$ cat config.mk
export PLATFORM = sky130hd
export DESIGN_NAME = uart_cmd_ctrl
export DESIGN_NICKNAME = d
export VERILOG_FILES = /design/src/rtl/uart_cmd_pkg.sv /design/src/rtl/uart_cmd_timeout.sv /design/src/rtl/uart_cmd_ctrl.sv
export SDC_FILE = /design/constraint.sdc
export NUM_CORES = 1
export LEC_CHECK = 0
export CORE_UTILIZATION = 50
export DETAILED_ROUTE_END_ITERATION = 10
export HOLD_SLACK_MARGIN = 0.06
export PLACE_DENSITY = 0.74
export SETUP_SLACK_MARGIN = 0.1
export SKIP_CTS_REPAIR_TIMING = 1
export SLEW_MARGIN = 20
export SYNTH_ARGS = -nofsm -noshare
export SYNTH_HDL_FRONTEND = slang
export SYNTH_HIERARCHICAL = 1
export SYNTH_SLANG_ARGS = --single-unit
$ cat constraint.sdc
create_clock -name i_Clock -period 5.2 [get_ports i_Clock]
set_input_delay 1.04 -clock i_Clock [delete_from_list [all_inputs] [get_ports i_Clock]]
set_output_delay 1.04 -clock i_Clock [all_outputs]
set_load 0.005 [all_outputs]
$ cat src/rtl/uart_cmd_pkg.sv
// Shared definitions for the UART command controller: FSM state encoding,
// frame constants and error codes.
// Optional feature macro: UART_CMD_CHECKSUM_EN (adds the GET_CHK state).
package uart_cmd_pkg;

  typedef enum logic [2:0] {
    IDLE,
    GET_CMD,
    GET_ADDR,
    GET_DATA,
`ifdef UART_CMD_CHECKSUM_EN
    GET_CHK,
`endif
    EXEC,
    WAIT_RD,
    RESPOND
  } state_t;

  localparam logic [7:0] SYNC_BYTE = 8'hA5;
  localparam logic [7:0] CMD_WR    = 8'h01;
  localparam logic [7:0] CMD_RD    = 8'h02;

  localparam logic [2:0] ERR_NONE         = 3'd0;
  localparam logic [2:0] ERR_BAD_CMD      = 3'd1;
  localparam logic [2:0] ERR_CHECKSUM     = 3'd2;
  localparam logic [2:0] ERR_BYTE_TIMEOUT = 3'd3;
  localparam logic [2:0] ERR_READ_TIMEOUT = 3'd4;
  localparam logic [2:0] ERR_OVERRUN      = 3'd5;

endpackage

$ cat src/rtl/uart_cmd_timeout.sv
// Idle-gap timeout counter for the UART command controller.
// Ports:
//   i_Clock   clock
//   i_Reset   synchronous active-high reset
//   i_Clear   clear the count (qualifying event or state change)
//   i_Run     count this cycle (timed state with no qualifying event)
//   o_Expired high for the cycle in which the count reaches TIMEOUT_CLKS-1
//             while running; the controller leaves the timed state on it,
//             which clears the count, so it lasts one cycle.
module uart_cmd_timeout #(
  parameter int TIMEOUT_CLKS = 17360
) (
  input  logic i_Clock,
  input  logic i_Reset,
  input  logic i_Clear,
  input  logic i_Run,
  output logic o_Expired
);

  localparam int CNT_W = $clog2(TIMEOUT_CLKS + 1);
  localparam logic [CNT_W-1:0] LAST = CNT_W'(TIMEOUT_CLKS - 1);

  logic [CNT_W-1:0] count;

  always_ff @(posedge i_Clock) begin
    if (i_Reset || i_Clear) begin
      count <= '0;
    end else if (i_Run) begin
      count <= count + 1'b1;
    end
  end

  assign o_Expired = i_Run && (count == LAST);

endmodule

$ cat src/rtl/uart_cmd_ctrl.sv
// Frame-level command controller behind the UART receiver. Assembles
// SYNC/CMD/ADDR/DATA[/CHK] frames, issues single register writes/reads,
// returns read data as a one-byte response and reports framing errors.
// Optional feature macro: UART_CMD_CHECKSUM_EN (5-byte frame with CHK byte;
// undefined gives a 4-byte frame and no checksum error).
// Ports:
//   i_Clock, i_Reset           clock, synchronous active-high reset
//   i_RX_DV, i_RX_Byte         received byte strobe and data
//   o_Wr_En, o_Rd_En           one-cycle register write/read strobes
//   o_Addr, o_Wr_Data          register address (held) and write data
//   i_Rd_Valid, i_Rd_Data      read data return
//   o_Resp_DV, o_Resp_Byte     response strobe and byte (held)
//   o_Err, o_Err_Code          error strobe and cause (held)
module uart_cmd_ctrl
  import uart_cmd_pkg::*;
#(
  parameter int CLKS_PER_BIT = 868,
  parameter int TIMEOUT_CLKS = 20 * CLKS_PER_BIT
) (
  input  logic       i_Clock,
  input  logic       i_Reset,
  input  logic       i_RX_DV,
  input  logic [7:0] i_RX_Byte,
  output logic       o_Wr_En,
  output logic       o_Rd_En,
  output logic [7:0] o_Addr,
  output logic [7:0] o_Wr_Data,
  input  logic       i_Rd_Valid,
  input  logic [7:0] i_Rd_Data,
  output logic       o_Resp_DV,
  output logic [7:0] o_Resp_Byte,
  output logic       o_Err,
  output logic [2:0] o_Err_Code
);

  state_t     state, next_state;
  logic [7:0] cmd_q, addr_q, data_q;
  logic       evt, run, expired;
  logic       err_d;
  logic [2:0] err_code_d;
  logic [7:0] exec_data;

  uart_cmd_timeout #(.TIMEOUT_CLKS(TIMEOUT_CLKS)) u_timeout (
    .i_Clock   (i_Clock),
    .i_Reset   (i_Reset),
    .i_Clear   (evt || (next_state != state)),
    .i_Run     (run),
    .o_Expired (expired)
  );

  always_comb begin
    next_state = state;
    evt        = 1'b0;
    run        = 1'b0;
    err_d      = 1'b0;
    err_code_d = ERR_NONE;
    case (state)
      IDLE: begin
        if (i_RX_DV && (i_RX_Byte == SYNC_BYTE)) next_state = GET_CMD;
      end
      GET_CMD: begin
        evt = i_RX_DV;
        if (i_RX_DV) begin
          if ((i_RX_Byte == CMD_WR) || (i_RX_Byte == CMD_RD)) begin
            next_state = GET_ADDR;
          end else begin
            next_state = IDLE;
            err_d      = 1'b1;
            err_code_d = ERR_BAD_CMD;
          end
        end
      end
      GET_ADDR: begin
        evt = i_RX_DV;
        if (i_RX_DV) next_state = GET_DATA;
      end
      GET_DATA: begin
        evt = i_RX_DV;
`ifdef UART_CMD_CHECKSUM_EN
        if (i_RX_DV) next_state = GET_CHK;
`else
        if (i_RX_DV) next_state = EXEC;
`endif
      end
`ifdef UART_CMD_CHECKSUM_EN
      GET_CHK: begin
        evt = i_RX_DV;
        if (i_RX_DV) begin
          if (i_RX_Byte == (cmd_q ^ addr_q ^ data_q)) begin
            next_state = EXEC;
          end else begin
            next_state = IDLE;
            err_d      = 1'b1;
            err_code_d = ERR_CHECKSUM;
          end
        end
      end
`endif
      EXEC: begin
        next_state = (cmd_q == CMD_RD) ? WAIT_RD : IDLE;
      end
      WAIT_RD: begin
        evt = i_Rd_Valid;
        if (i_Rd_Valid) next_state = RESPOND;
      end
      RESPOND: begin
        next_state = IDLE;
      end
      default: next_state = IDLE;
    endcase

    // A byte landing while a command is executing is dropped and flagged.
    if (i_RX_DV && ((state == EXEC) || (state == WAIT_RD) || (state == RESPOND))) begin
      err_d      = 1'b1;
      err_code_d = ERR_OVERRUN;
    end

    // Count only on cycles without a qualifying event, so an event always
    // beats an expiry in the same cycle.
    run = (state inside {GET_CMD, GET_ADDR, GET_DATA, WAIT_RD}
`ifdef UART_CMD_CHECKSUM_EN
           || (state == GET_CHK)
`endif
          ) && !evt;
    if (expired) begin
      next_state = IDLE;
      err_d      = 1'b1;
      err_code_d = (state == WAIT_RD) ? ERR_READ_TIMEOUT : ERR_BYTE_TIMEOUT;
    end
  end

  // Without the CHK byte, EXEC is entered on the DATA byte itself.
  assign exec_data = (state == GET_DATA) ? i_RX_Byte : data_q;

  always_ff @(posedge i_Clock) begin
    if (i_Reset) begin
      state       <= IDLE;
      o_Wr_En     <= 1'b0;
      o_Rd_En     <= 1'b0;
      o_Addr      <= 8'h00;
      o_Wr_Data   <= 8'h00;
      o_Resp_DV   <= 1'b0;
      o_Resp_Byte <= 8'h00;
      o_Err       <= 1'b0;
      o_Err_Code  <= ERR_NONE;
    end else begin
      state     <= next_state;
      o_Wr_En   <= (next_state == EXEC) && (cmd_q == CMD_WR);
      o_Rd_En   <= (next_state == EXEC) && (cmd_q == CMD_RD);
      o_Resp_DV <= (next_state == RESPOND);
      o_Err     <= err_d;
      if (err_d) o_Err_Code <= err_code_d;
      if (next_state == EXEC) begin
        o_Addr <= addr_q;
        if (cmd_q == CMD_WR) o_Wr_Data <= exec_data;
      end
      if (next_state == RESPOND) o_Resp_Byte <= i_Rd_Data;
    end
  end

  // Frame field capture; these are pure data and need no reset.
  always_ff @(posedge i_Clock) begin
    if (i_RX_DV) begin
      if (state == GET_CMD)  cmd_q  <= i_RX_Byte;
      if (state == GET_ADDR) addr_q <= i_RX_Byte;
      if (state == GET_DATA) data_q <= i_RX_Byte;
    end
  end

endmodule

# Word level (Yosys, flattened, before mapping)
# Cells that the tools add are included.
[totals]
reg_bits = 73
in_bits = 20
out_inout_bits = 31
[op_classes]
n_mux = 22
n_eq_ne = 15
add_sub_neg = 1
reduce_logical = 18
[op_table]
columns = ["op", "n"]
rows = [
  ["2-to-1 mux 3 bit", 10],
  ["one-hot mux 3 bit (6 select lines)", 1],
  ["== test 8 x 1 -> 1 bit, second input constant", 2],
  ["== test 8 x 2 -> 1 bit, second input constant", 2],
  ["adder 15 x 1 -> 15 bit, second input constant", 1],
  ["== test 15 bit, second input constant", 1],
  ["== test 3 bit, second input constant", 5],
  ["== test 8 bit, second input constant", 1],
  ["2-to-1 mux 1 bit", 8],
  ["2-to-1 mux 8 bit", 1],
  ["== test 3 x 2 -> 1 bit, second input constant", 2],
  ["logical AND 1 bit", 6],
  ["AND reduction 2 bit", 3],
  ["logical OR 1 bit", 5],
  ["nonzero test 4 bit", 1],
  ["== test 3 x 1 -> 1 bit, second input constant", 1],
  ["logical NOT 3 bit", 1],
  ["inequality test 3 bit", 1],
  ["OR reduction 3 bit", 1],
  ["2-to-1 mux 2 bit", 1],
  ["one-hot mux 1 bit (2 select lines)", 1],
  ["logical NOT 1 bit", 1],
]

# Longest topological paths before layout
# Gate-level depths: netlist of run 1.
[depth]
depth_word = 10
mapped_depth = 15

# Cells and area by module
# The synthesis of run 1 kept the hierarchy.
[modules_own_cells]
columns = ["mod", "area_each_um2", "cells_each", "seq_area_each_um2", "instances"]
rows = [
  ["uart_cmd_ctrl", 2296.0, 187, 1401.3, 1],
  ["uart_cmd_timeout", 739.5, 84, 300.3, 1],
]

# Worst setup path before layout of run 1
# No wires, ideal clock.
[synth_timing]
path_type = "input-to-reg"
from = "input i_RX_DV"
to = "register u_timeout.count[0]"
setup_slack_ps = 1853
arrival_time_ps = 3220
setup_ps = 128
required_ps = 5072
cell_stages = 14
path_cell_list = "nor2_1 > o21ai_0 > o21ai_0 > buf_4 > nand4_1 > nor4_1 > clkbuf_1 > inv_1 > o211ai_1 > a31oi_1 > o211ai_1 > or2_2 > clkbuf_1 > nor2_1"
[synth_between]
elab_chain_cells = 8
[synth_lines]
columns = ["element", "line", "text"]
rows = [
  ["from (decl)", "uart_cmd_ctrl.sv:22", "input logic i_RX_DV,"],
  ["one-hot mux 1 bit (2 select lines)", "uart_cmd_ctrl.sv:57", "case (state)"],
  ["logical NOT 1 bit", "uart_cmd_ctrl.sv:124", ") && !evt;"],
  ["logical AND 1 bit", "uart_cmd_ctrl.sv:120", "run = (state inside {GET_CMD, GET_ADDR, GET_DATA, WAIT_RD}"],
  ["via run", "uart_cmd_ctrl.sv:38", "logic evt, run, expired;"],
  ["logical AND 1 bit", "uart_cmd_timeout.sv:33", "assign o_Expired = i_Run && (count == LAST);"],
  ["via expired", "uart_cmd_ctrl.sv:38", ""],
  ["2-to-1 mux 3 bit", "uart_cmd_ctrl.sv:125", "if (expired) begin"],
  ["inequality test 3 bit", "uart_cmd_ctrl.sv:46", ".i_Clear (evt || (next_state != state)),"],
  ["logical OR 1 bit", "uart_cmd_ctrl.sv:46", ""],
  ["logical OR 1 bit", "uart_cmd_timeout.sv:26", "if (i_Reset || i_Clear) begin"],
  ["to (signal assigned)", "uart_cmd_timeout.sv:29", "count <= count + 1'b1;"],
  ["to (decl)", "uart_cmd_timeout.sv:23", "logic [CNT_W-1:0] count;"],
]
# The timed path passes the listed nets, and every way through them passes these cells.
# A chain may end at the register's enable or synchronous reset.

# Final worst setup path of run 1
[layout_timing]
from = "input i_Rd_Valid"
to = "register u_timeout.count[1]"
[layout_between]
elab_chain_cells = 8
[layout_lines]
columns = ["element", "line", "text"]
rows = [
  ["from (decl)", "uart_cmd_ctrl.sv:28", "input logic i_Rd_Valid,"],
  ["one-hot mux 1 bit (2 select lines)", "uart_cmd_ctrl.sv:57", ""],
  ["logical NOT 1 bit", "uart_cmd_ctrl.sv:124", ""],
  ["logical AND 1 bit", "uart_cmd_ctrl.sv:120", ""],
  ["via run", "uart_cmd_ctrl.sv:38", ""],
  ["logical AND 1 bit", "uart_cmd_timeout.sv:33", ""],
  ["via expired", "uart_cmd_ctrl.sv:38", ""],
  ["2-to-1 mux 3 bit", "uart_cmd_ctrl.sv:125", ""],
  ["inequality test 3 bit", "uart_cmd_ctrl.sv:46", ""],
  ["logical OR 1 bit", "uart_cmd_ctrl.sv:46", ""],
  ["logical OR 1 bit", "uart_cmd_timeout.sv:26", ""],
]
# The timed path passes the listed nets, and every way through them passes these cells.

==> flow_metrics.tcl, run 1 <==
set metrics [dict create \
    wl_per_cell_um 14.43 \
    clkTransAtPathRegs_ns 0.07 \
    grt_pass1_vias 2021 \
    rsz0062_at_grt "no" \
    place_inst 389 \
    r2r_start "state[2]$_SDFF_PP0_" \
    io_buffers 50 \
    fmax_ghz 0.2587 \
    path_cells "clkdlybuf4s50_1 > o21ai_0 > nand4_1 > nor4_1 > buf_4 > inv_1 > o211ai_1 > a31oi_1 > o211ai_1 > or2_2 > nor2_1" \
    drt_drc_violations_left 0 \
    cts_root_buf "clkbuf_8" \
    most-common-layout-cells "clkdlybuf4s50_1, dfxtp_1, nor2_1" \
    gp_congestion 0.8806 \
    die_w_um 79.92 \
    worstHoldPathCells 2 \
    final_cells 405 \
    synth_fp_nets 292 \
    worstPathArrival_ns 4.09 \
    startpoint_type "primary input" \
    worstPathMaxFanout 10 \
    post-place-ws_ns 0.9933 \
    grt_max_degree 31 \
    fp.dieArea_mm2 0.006386 \
    reg2reg_slack_ns 1.58 \
    slew_headroom_pct 47.16 \
    p_leak_nw 1.299 \
    setup_viol 0 \
    status "finished clean" \
    p_int_uw 781.8 \
    drt_iter0_drc 98 \
    sequentialPowerShare_pct 59.7 \
    antenna_found_initial 0 \
    critical_path.top_delay_family "compound AO/OA/AOI/OAI gates" \
    track_usage_pct 20.05 \
    critPathKind "in2reg" \
    final.setup.worst_slack_ns 1.335 \
    slowest_delay_ns 0.66 \
    vias 2229 \
    cts_buffers 9 \
    synth_cells 271 \
    layout_commonest_cell "clkdlybuf4s50_1" \
    cts.sinks 73 \
    required_ns 5.42 \
    hold_path_end "o_Err_Code[0]$_SDFFE_PP0P_" \
    initial_utilization_pct 51.57 \
    slew_violations 0 \
    p_comb_share_pct 3.8 \
    areaGrowthSynthToFinish_pct 23.70 \
    die_y_um 79.92 \
    synthDistinctLibCells 50 \
    switching_share_pct 21.28 \
    post-route-min-period_ns 3.865 \
    p_per_area_mw_per_mm2 264.5 \
    synth_edf_count 24 \
    postRouteAntennaNets 0 \
    clock_path_buffers 2 \
    power.switching_uw 211.3 \
    postLayoutCellArea_mm2 0.003755 \
    cts_tree "yes" \
    hold_violations 0 \
    drv_cap 0 \
    worstMarginPinSlew_ns 0.7843 \
    ir_drop_mv 0.1675 \
    hp-class "reg2reg" \
    drive_gt1_share_pct 10.30 \
    fin_skew_ns 0.008664 \
    grt_pass1_wl_um 9625 \
    nets 346 \
    dr.pass1.iters 5 \
    final_util_pct 63.80 \
    reg2regPathDepth 12 \
    hp-start "o_Err_Code[0]$_SDFFE_PP0P_" \
    core_area_mm2 0.005886 \
    postPlaceCellArea_mm2 0.003597 \
    avgSynthCellArea_um2 11.20 \
    grt_overflow 0 \
    clk_latency_ns 0.34 \
    rows 28 \
    wirelength_um 5845 \
    reg2reg_to "u_timeout/count[1]$_SDFFE_PP0P_" \
    cp-end-kind "flop" \
    synth_warnings 6 \
    startpoint "i_Rd_Valid" \
    insertedDiodeCount 0 \
    synth_flop_cell "dfxtp_1" \
    cp_num_buf_inv 3 \
    crit_slowest_cell "o21ai_0" \
    pwr-share-clk_pct 36.6 \
    holdWs_ns 0.4678 \
    synth_area_mm2 0.003035 \
    seq_area_frac_synth_pct 56.06 \
    post-route-period-util_pct 74.32 \
    io_pins 51 \
    htree_num_levels 3 \
    synthArstFlopShare_pct 0 \
    dpl.hpwl_um 4069 \
    power_uw 993.1 \
    crit_top_cell "o211ai_1" \
    ys_ff_latch 73 \
    tns_ns 0 \
    viasPerCell 5.504 \
]
[worst max-delay path by stage]
stage / endpoint / slack [ns] / cells after the start
2_1_floorplan: u_timeout/count[0]$_SDFFE_PP0P_ / 1.85 / 14
5_1_grt: u_timeout/count[0]$_SDFFE_PP0P_ / 1.02 / 11
3_5_place_dp: u_timeout/count[2]$_SDFFE_PP0P_ / 0.99 / 11
4_1_cts: u_timeout/count[1]$_SDFFE_PP0P_ / 1.35 / 11
3_3_place_gp: u_timeout/count[0]$_SDFFE_PP0P_ / 1.11 / 11
6_report: u_timeout/count[1]$_SDFFE_PP0P_ / 1.34 / 11
[kinds of logic after synthesis]
| family | after synthesis | share of synthesized area, % |
|---|---|---|
| compound gates | 32 | 7.379 |
| xor+xnor | 5 | 1.443 |
| fa+ha+maj | 1 | 0.4121 |
| buf+inv | 16 | 2.803 |
| flops | 73 | 56.06 |
| mux | 37 | 12.53 |
| simple gates | 107 | 19.37 |
[sequential cells by signal, summed over array words and instances, names as in the netlist, 8 cells and up]
signal	count
u_timeout/count	15
addr_q	8
cmd_q	8
data_q	8
o_Addr	8
o_Resp_Byte	8
o_Wr_Data	8
[worst reg2reg max path: cells and delay by family (launching register included)]
kind                   cells  cell delay [ns]
AOI/OAI and AO/OA          4             1.23
and+or+nand+nor            6             1.45
buffers and inverters      2             0.28
DFF                        1             0.55
[routing by layer]
metal  share of wire (%)  wire length (um)  track usage [%]  vias up
met1                  48              2789            27.35     1076
met4                 1.3                75            10.18        0
met5                   0                 0                0        -
met3                 4.0               236            4.800        7
li1                    -                 -                -     1100
met2                  47              2743            29.57       46
[cell usage after synthesis (all sizes together) (2+ instances only)]
| cell | n | area share [%] |
|---|---|---|
| nor3 | 4 | 0.66 |
| or3 | 7 | 1.4 |
| o21ai | 5 | 0.82 |
| buf | 6 | 1.6 |
| edfxtp | 24 | 24 |
| o211ai | 2 | 0.49 |
| nor4bb | 2 | 0.66 |
| mux2 | 8 | 3.0 |
| inv | 4 | 0.49 |
| nand3 | 4 | 0.82 |
| nor4 | 6 | 1.2 |
| nand2b | 2 | 0.41 |
| and3b | 2 | 0.58 |
| nand4 | 8 | 2.1 |
| mux2i | 29 | 9.6 |
| or4 | 3 | 0.74 |
| clkbuf | 6 | 0.74 |
| o21a | 2 | 0.49 |
| a21oi | 10 | 1.6 |
| or2 | 2 | 0.41 |
| nor3b | 3 | 0.74 |
| dfxtp | 49 | 32 |
| nor2 | 37 | 4.6 |
| xor2 | 4 | 1.2 |
| nor2b | 2 | 0.41 |
| o31ai | 4 | 0.99 |
| nand2 | 16 | 2.0 |
| a31oi | 2 | 0.41 |
[power groups by stage]
| stage | sequential, mW | combinational [mW] | clock (mW) |
|---|---|---|---|
| 2_1_floorplan | 0.605 | 0.0125 | 0 |
| 3_3_place_gp | 0.605 | 0.0370 | 0 |
| 3_5_place_dp | 0.606 | 0.0376 | 0 |
| 4_1_cts | 0.592 | 0.0378 | 0.375 |
| 5_1_grt | 0.593 | 0.0407 | 0.401 |
| 6_report | 0.593 | 0.0376 | 0.363 |
[cell type report]
cell class	count	area, um2
Timing Repair Buffer	55	538.0
Clock inverter	4	22.52
Multi-Input combinational cell	182	1249
Clock buffer	12	135.1
Inverter	4	15.01
Fill cell	496	2131
Sequential cell	73	1702
Tap cell	75	93.84
Note: power is estimated with default switching activity, not from simulation.
==> run 2, diff against run 1 <==
clock period = 3.8 ns   (was 5.2 ns; I/O delays follow)
==> flow_metrics.tcl, run 2 (synthesis gave the netlist of run 1 again) <==
set metrics [dict create \
    status "finished clean" \
    slowest_delay_ns 0.46 \
    most-common-layout-cells "clkdlybuf4s50_1, dfxtp_1, nor2_1" \
    die_w_um 79.92 \
    viasPerCell 5.486 \
    hold_violations 0 \
    wl_per_cell_um 14.91 \
    p_per_area_mw_per_mm2 392.9 \
    vias 2233 \
    fin_skew_ns 0.007113 \
    dpl.hpwl_um 4292 \
    cts_buffers 9 \
    fmax_ghz 0.3165 \
    startpoint_type "primary input" \
    hp-start "o_Err_Code[0]$_SDFFE_PP0P_" \
    hold_path_end "o_Err_Code[0]$_SDFFE_PP0P_" \
    cts_root_buf "clkbuf_8" \
    required_ns 4.03 \
    die_y_um 79.92 \
    power_mw 1.502 \
    post-route-period-util_pct 83.15 \
    grt_max_degree 23 \
    largest_reg_flops 15 \
    clk_latency_ns 0.34 \
    slew_headroom_pct 46.01 \
    p_leak_nw 1.327 \
    setup_viol 0 \
    post-route-min-period_ns 3.160 \
    reg2reg_slack_ns 0.72 \
    regMostFlops "u_timeout/count" \
    core_area_mm2 0.005886 \
    worstPathMaxFanout 8 \
    ir_drop_mv 0.2302 \
    initial_utilization_pct 51.57 \
    grt_overflow 0 \
    drt_iter0_drc 105 \
    worstMarginPinSlew_ns 0.8074 \
    htree_num_levels 3 \
    grt_pass1_vias 2084 \
    worstHoldPathCells 2 \
    wirelength_um 6068 \
    gp_congestion 0.8318 \
    io_buffers 50 \
    nets 348 \
    clock_path_buffers 2 \
    reg2reg_to "o_Wr_Data[3]$_SDFFE_PP0P_" \
    hp-class "reg2reg" \
    cts_tree "yes" \
    antenna_found_initial 0 \
    fp.dieArea_mm2 0.006386 \
    layout_commonest_cell "clkdlybuf4s50_1" \
    worstPathArrival_ns 3.39 \
    reg2regPathDepth 10 \
    critPathKind "in2reg" \
    cp_num_buf_inv 2 \
    drv_cap 0 \
    grt_pass1_wl_um 9936 \
    path_cells "clkdlybuf4s50_1 > nor2_1 > o21ai_0 > o21ai_0 > nand4_1 > nor4_1 > buf_4 > nor3_1 > nand4_1 > mux2i_1 > nor2_1" \
    cp-end-kind "flop" \
    drt_drc_violations_left 0 \
    slew_violations 0 \
    r2r_start "state[2]$_SDFF_PP0_" \
    rows 28 \
    critical_path.top_delay_family "simple AND/OR/NAND/NOR gates" \
    postRouteAntennaNets 0 \
    insertedDiodeCount 0 \
    drive_gt1_share_pct 10.84 \
    rsz0062_at_grt "no" \
    tns_ns 0 \
    clkTransAtPathRegs_ns 0.07 \
    crit_slowest_cell "nand4_1" \
    io_pins 51 \
    areaGrowthSynthToFinish_pct 25.93 \
    track_usage_pct 20.73 \
    dr.pass1.iters 4 \
    cts.sinks 73 \
]
==> run 2: cell types whose count changed in the layout (fill, tap and decap cells not counted), sizes merged <==
cell and change:
buf +2, bufinv +2, clkbuf -2, clkinv -1
clkinvlp +1
==> run 2: metal layers <==
metal | up-vias | wire [um] | GRT usage [%]
met4 | 0 | 78 | 9.107
met2 | 61 | 2844 | 31.54
met1 | 1056 | 2861 | 28.07
li1 | 1110 | - | -
met5 | - | 0 | 0
met3 | 6 | 283 | 4.914
==> run 2: power breakdown <==
part           internal (mW)  total [mW]  leakage (nW)  switching [mW]
Combinational         0.0261      0.0518         0.613          0.0258
Sequential             0.810       0.811         0.616         0.00123
Clock                  0.365       0.639        0.0976           0.274
==> run 2: worst max-delay path by stage <==
stage,start,slack [ns],cells past startpoint,end
floorplan,i_RX_DV,0.73,14,u_timeout/count[0]$_SDFFE_PP0P_
global placement,i_RX_DV,0.38,11,o_Wr_Data[3]$_SDFFE_PP0P_
detailed placement,i_RX_DV,0.31,12,u_timeout/count[3]$_SDFFE_PP0P_
CTS,i_RX_DV,0.68,12,u_timeout/count[3]$_SDFFE_PP0P_
global route,i_RX_DV,0.42,12,u_timeout/count[1]$_SDFFE_PP0P_
finish,i_RX_DV,0.64,11,o_Wr_Data[3]$_SDFFE_PP0P_
==> run 2: layout make-up <==
class / instances / area (um2)
timing repair buffer: 57 / 553.0
clock buffer: 10 / 127.6
clock inverter: 6 / 82.58
fill: 486 / 2063
multi-input combinational: 182 / 1249
sequential: 73 / 1702
tap: 75 / 93.84
inverter: 4 / 15.01
==> run 2: worst reg2reg max path: stages (launching register included) <==
cell and delay [ns]:
dfxtp_1 0.56, and2b_2 0.25, nand2_1 0.12, o21ai_0 0.28
nand4_1 0.23, nor4_1 0.42, buf_4 0.22, nor3_1 0.08
nand4_1 0.46, mux2i_1 0.29, nor2_1 0.06
==> run 2: metrics by stage <==
step	cells	hold slack (ns)	worst slack [ns]	util [%]	cell area, um2
2_1_floorplan	271	0.4385	0.7327	-	3035
6_report	407	0.4718	0.6401	64.94	3822
3_5_place_dp	391	0.4644	0.3071	61.37	3612
3_3_place_gp	391	0.4479	0.3838	61.37	3612
5_1_grt	407	0.4932	0.4233	64.94	3822
4_1_cts	407	0.4773	0.6806	64.94	3822
==> run 3, diff against run 2 <==
clock period = 2.95 ns   (was 3.8 ns; I/O delays follow)
==> flow_metrics.tcl, run 3 (synthesis gave the netlist of run 1 again) <==
set metrics [dict create \
    postRouteAntennaNets 0 \
    worstMarginPinSlew_ns 0.5010 \
    fmax_ghz 0.3702 \
    nets 368 \
    cts_root_buf "clkbuf_8" \
    grt_use_met3_pct 5.486 \
    met2_usage_pct 32.48 \
    drv_cap 0 \
    postPlaceCellArea_mm2 0.003775 \
    required_ns 3.23 \
    critPathKind "in2reg" \
    io_pins 51 \
    regMostFlops "u_timeout/count" \
    cts_tree "yes" \
    drt_iter0_drc 81 \
    wirelength_um 6411 \
    r2r_start "state[1]$_SDFF_PP0_" \
    status "finished clean" \
    clkTransAtPathRegs_ns 0.07 \
    p_per_area_mw_per_mm2 463.4 \
    die_y_um 79.92 \
    post-route-period-util_pct 91.57 \
    largest_reg_flops 15 \
    rows 28 \
    layout_commonest_cell "clkdlybuf4s50_1" \
    drive_gt1_share_pct 16.76 \
    rsz0062_at_grt "no" \
    io_buffers 50 \
    initial_utilization_pct 51.57 \
    worstPathMaxFanout 14 \
    antenna_found_initial 0 \
    hp-start "u_timeout/count[14]$_SDFFE_PP0P_" \
    post-route-min-period_ns 2.701 \
    cts_buffers 9 \
    worstPathArrival_ns 2.98 \
    place_inst 411 \
    hp-class "reg2reg" \
    cp-end-kind "flop" \
    gp_congestion 0.7854 \
    startpoint "i_RX_DV" \
    core_area_mm2 0.005886 \
    p_leak_nw 1.422 \
    grtUsageMet1_pct 28.71 \
    holdWs_ns 0.4873 \
    cts.sinks 73 \
    dpl.hpwl_um 4547 \
    clock_path_buffers 2 \
    slew_headroom_pct 66.29 \
    hold_violations 0 \
    wl_per_cell_um 15.01 \
    grt_pass1_wl_um 10360 \
    fp.dieArea_mm2 0.006386 \
    dr.pass1.iters 6 \
    clk_latency_ns 0.36 \
    final_cells 427 \
    busiest_layer "met2" \
    die_w_um 79.92 \
    track_usage_pct 21.89 \
    viasPerCell 5.386 \
    startpoint_type "primary input" \
    tns_ns 0 \
    areaGrowthSynthToFinish_pct 30.87 \
    fin_skew_ns 0.01215 \
    drt_drc_violations_left 0 \
    postLayoutCellArea_mm2 0.003973 \
    vias 2300 \
    htree_num_levels 3 \
    most-common-layout-cells "clkdlybuf4s50_1, dfxtp_1, nor2_1" \
    insertedDiodeCount 0 \
    grt_max_degree 17 \
    setup_viol 0 \
    slew_violations 0 \
    grt_pass1_vias 2192 \
    grt_overflow 0 \
    fillers 454 \
    ir_drop_mv 0.3294 \
]
-- run 3: cell types whose count changed in the layout (fill, tap and decap cells not counted), sizes merged --
cell / change
buf: +20
bufinv: -2
clkbuf: +2
-- run 3: per-stage QoR --
| step | total power, mW | utilization (%) | setup slack [ns] |
|---|---|---|---|
| 2_1_floorplan | 1.089 | - | 0.1611 |
| 3_3_place_gp | 1.139 | 64.14 | -0.01741 |
| 3_5_place_dp | 1.142 | 64.14 | -0.1103 |
| 4_1_cts | 1.861 | 67.28 | 0.2449 |
| 5_1_grt | 1.903 | 67.50 | 0.1260 |
| 6_report | 1.841 | 67.50 | 0.2486 |
-- run 3: critical path: stages --
cell             delay [ns]
clkdlybuf4s50_1        0.50
buf_4                  0.22
nor4bb_1               0.38
a211o_1                0.24
nor2_1                 0.08
o21ai_0                0.17
o211ai_1               0.16
buf_4                  0.18
or3_1                  0.34
mux2i_1                0.13
-- run 3: layout make-up --
| type | count | area (um2) | share of cell area [%] |
|---|---|---|---|
| clock inverter | 4 | 28.78 | 0.7244 |
| timing repair buffer | 77 | 715.7 | 18.02 |
| multi-input combinational | 182 | 1261 | 31.75 |
| clock buffer | 12 | 156.4 | 3.937 |
| tap | 75 | 93.84 | 2.362 |
| inverter | 4 | 15.01 | 0.3780 |
| sequential | 73 | 1702 | 42.83 |
-- run 3: report_power, final --
part / total (mW) / switching, mW / leakage (nW) / internal (mW)
Combinational: 0.0744 / 0.0352 / 0.718 / 0.0393
Sequential: 1.04 / 0.00145 / 0.616 / 1.04
Clock: 0.722 / 0.366 / 0.0877 / 0.357
Total: 1.84 / 0.402 / 1.42 / 1.44
-- run 3: per-layer routing --
metal  vias to the layer above  wire length (um)
li1                       1147                 -
met1                      1093              3007
met2                        48              2958
met3                        12               259
met4                         0               185
met5                         -                 0
-- run 3: final timing paths --
kind	to	slack [ns]	cells after the start
min	u_timeout/count[14]$_SDFFE_PP0P_	0.49	2
max	u_timeout/count[14]$_SDFFE_PP0P_	0.25	10
max reg2reg	u_timeout/count[14]$_SDFFE_PP0P_	0.43	13
min reg2reg	u_timeout/count[14]$_SDFFE_PP0P_	0.49	2
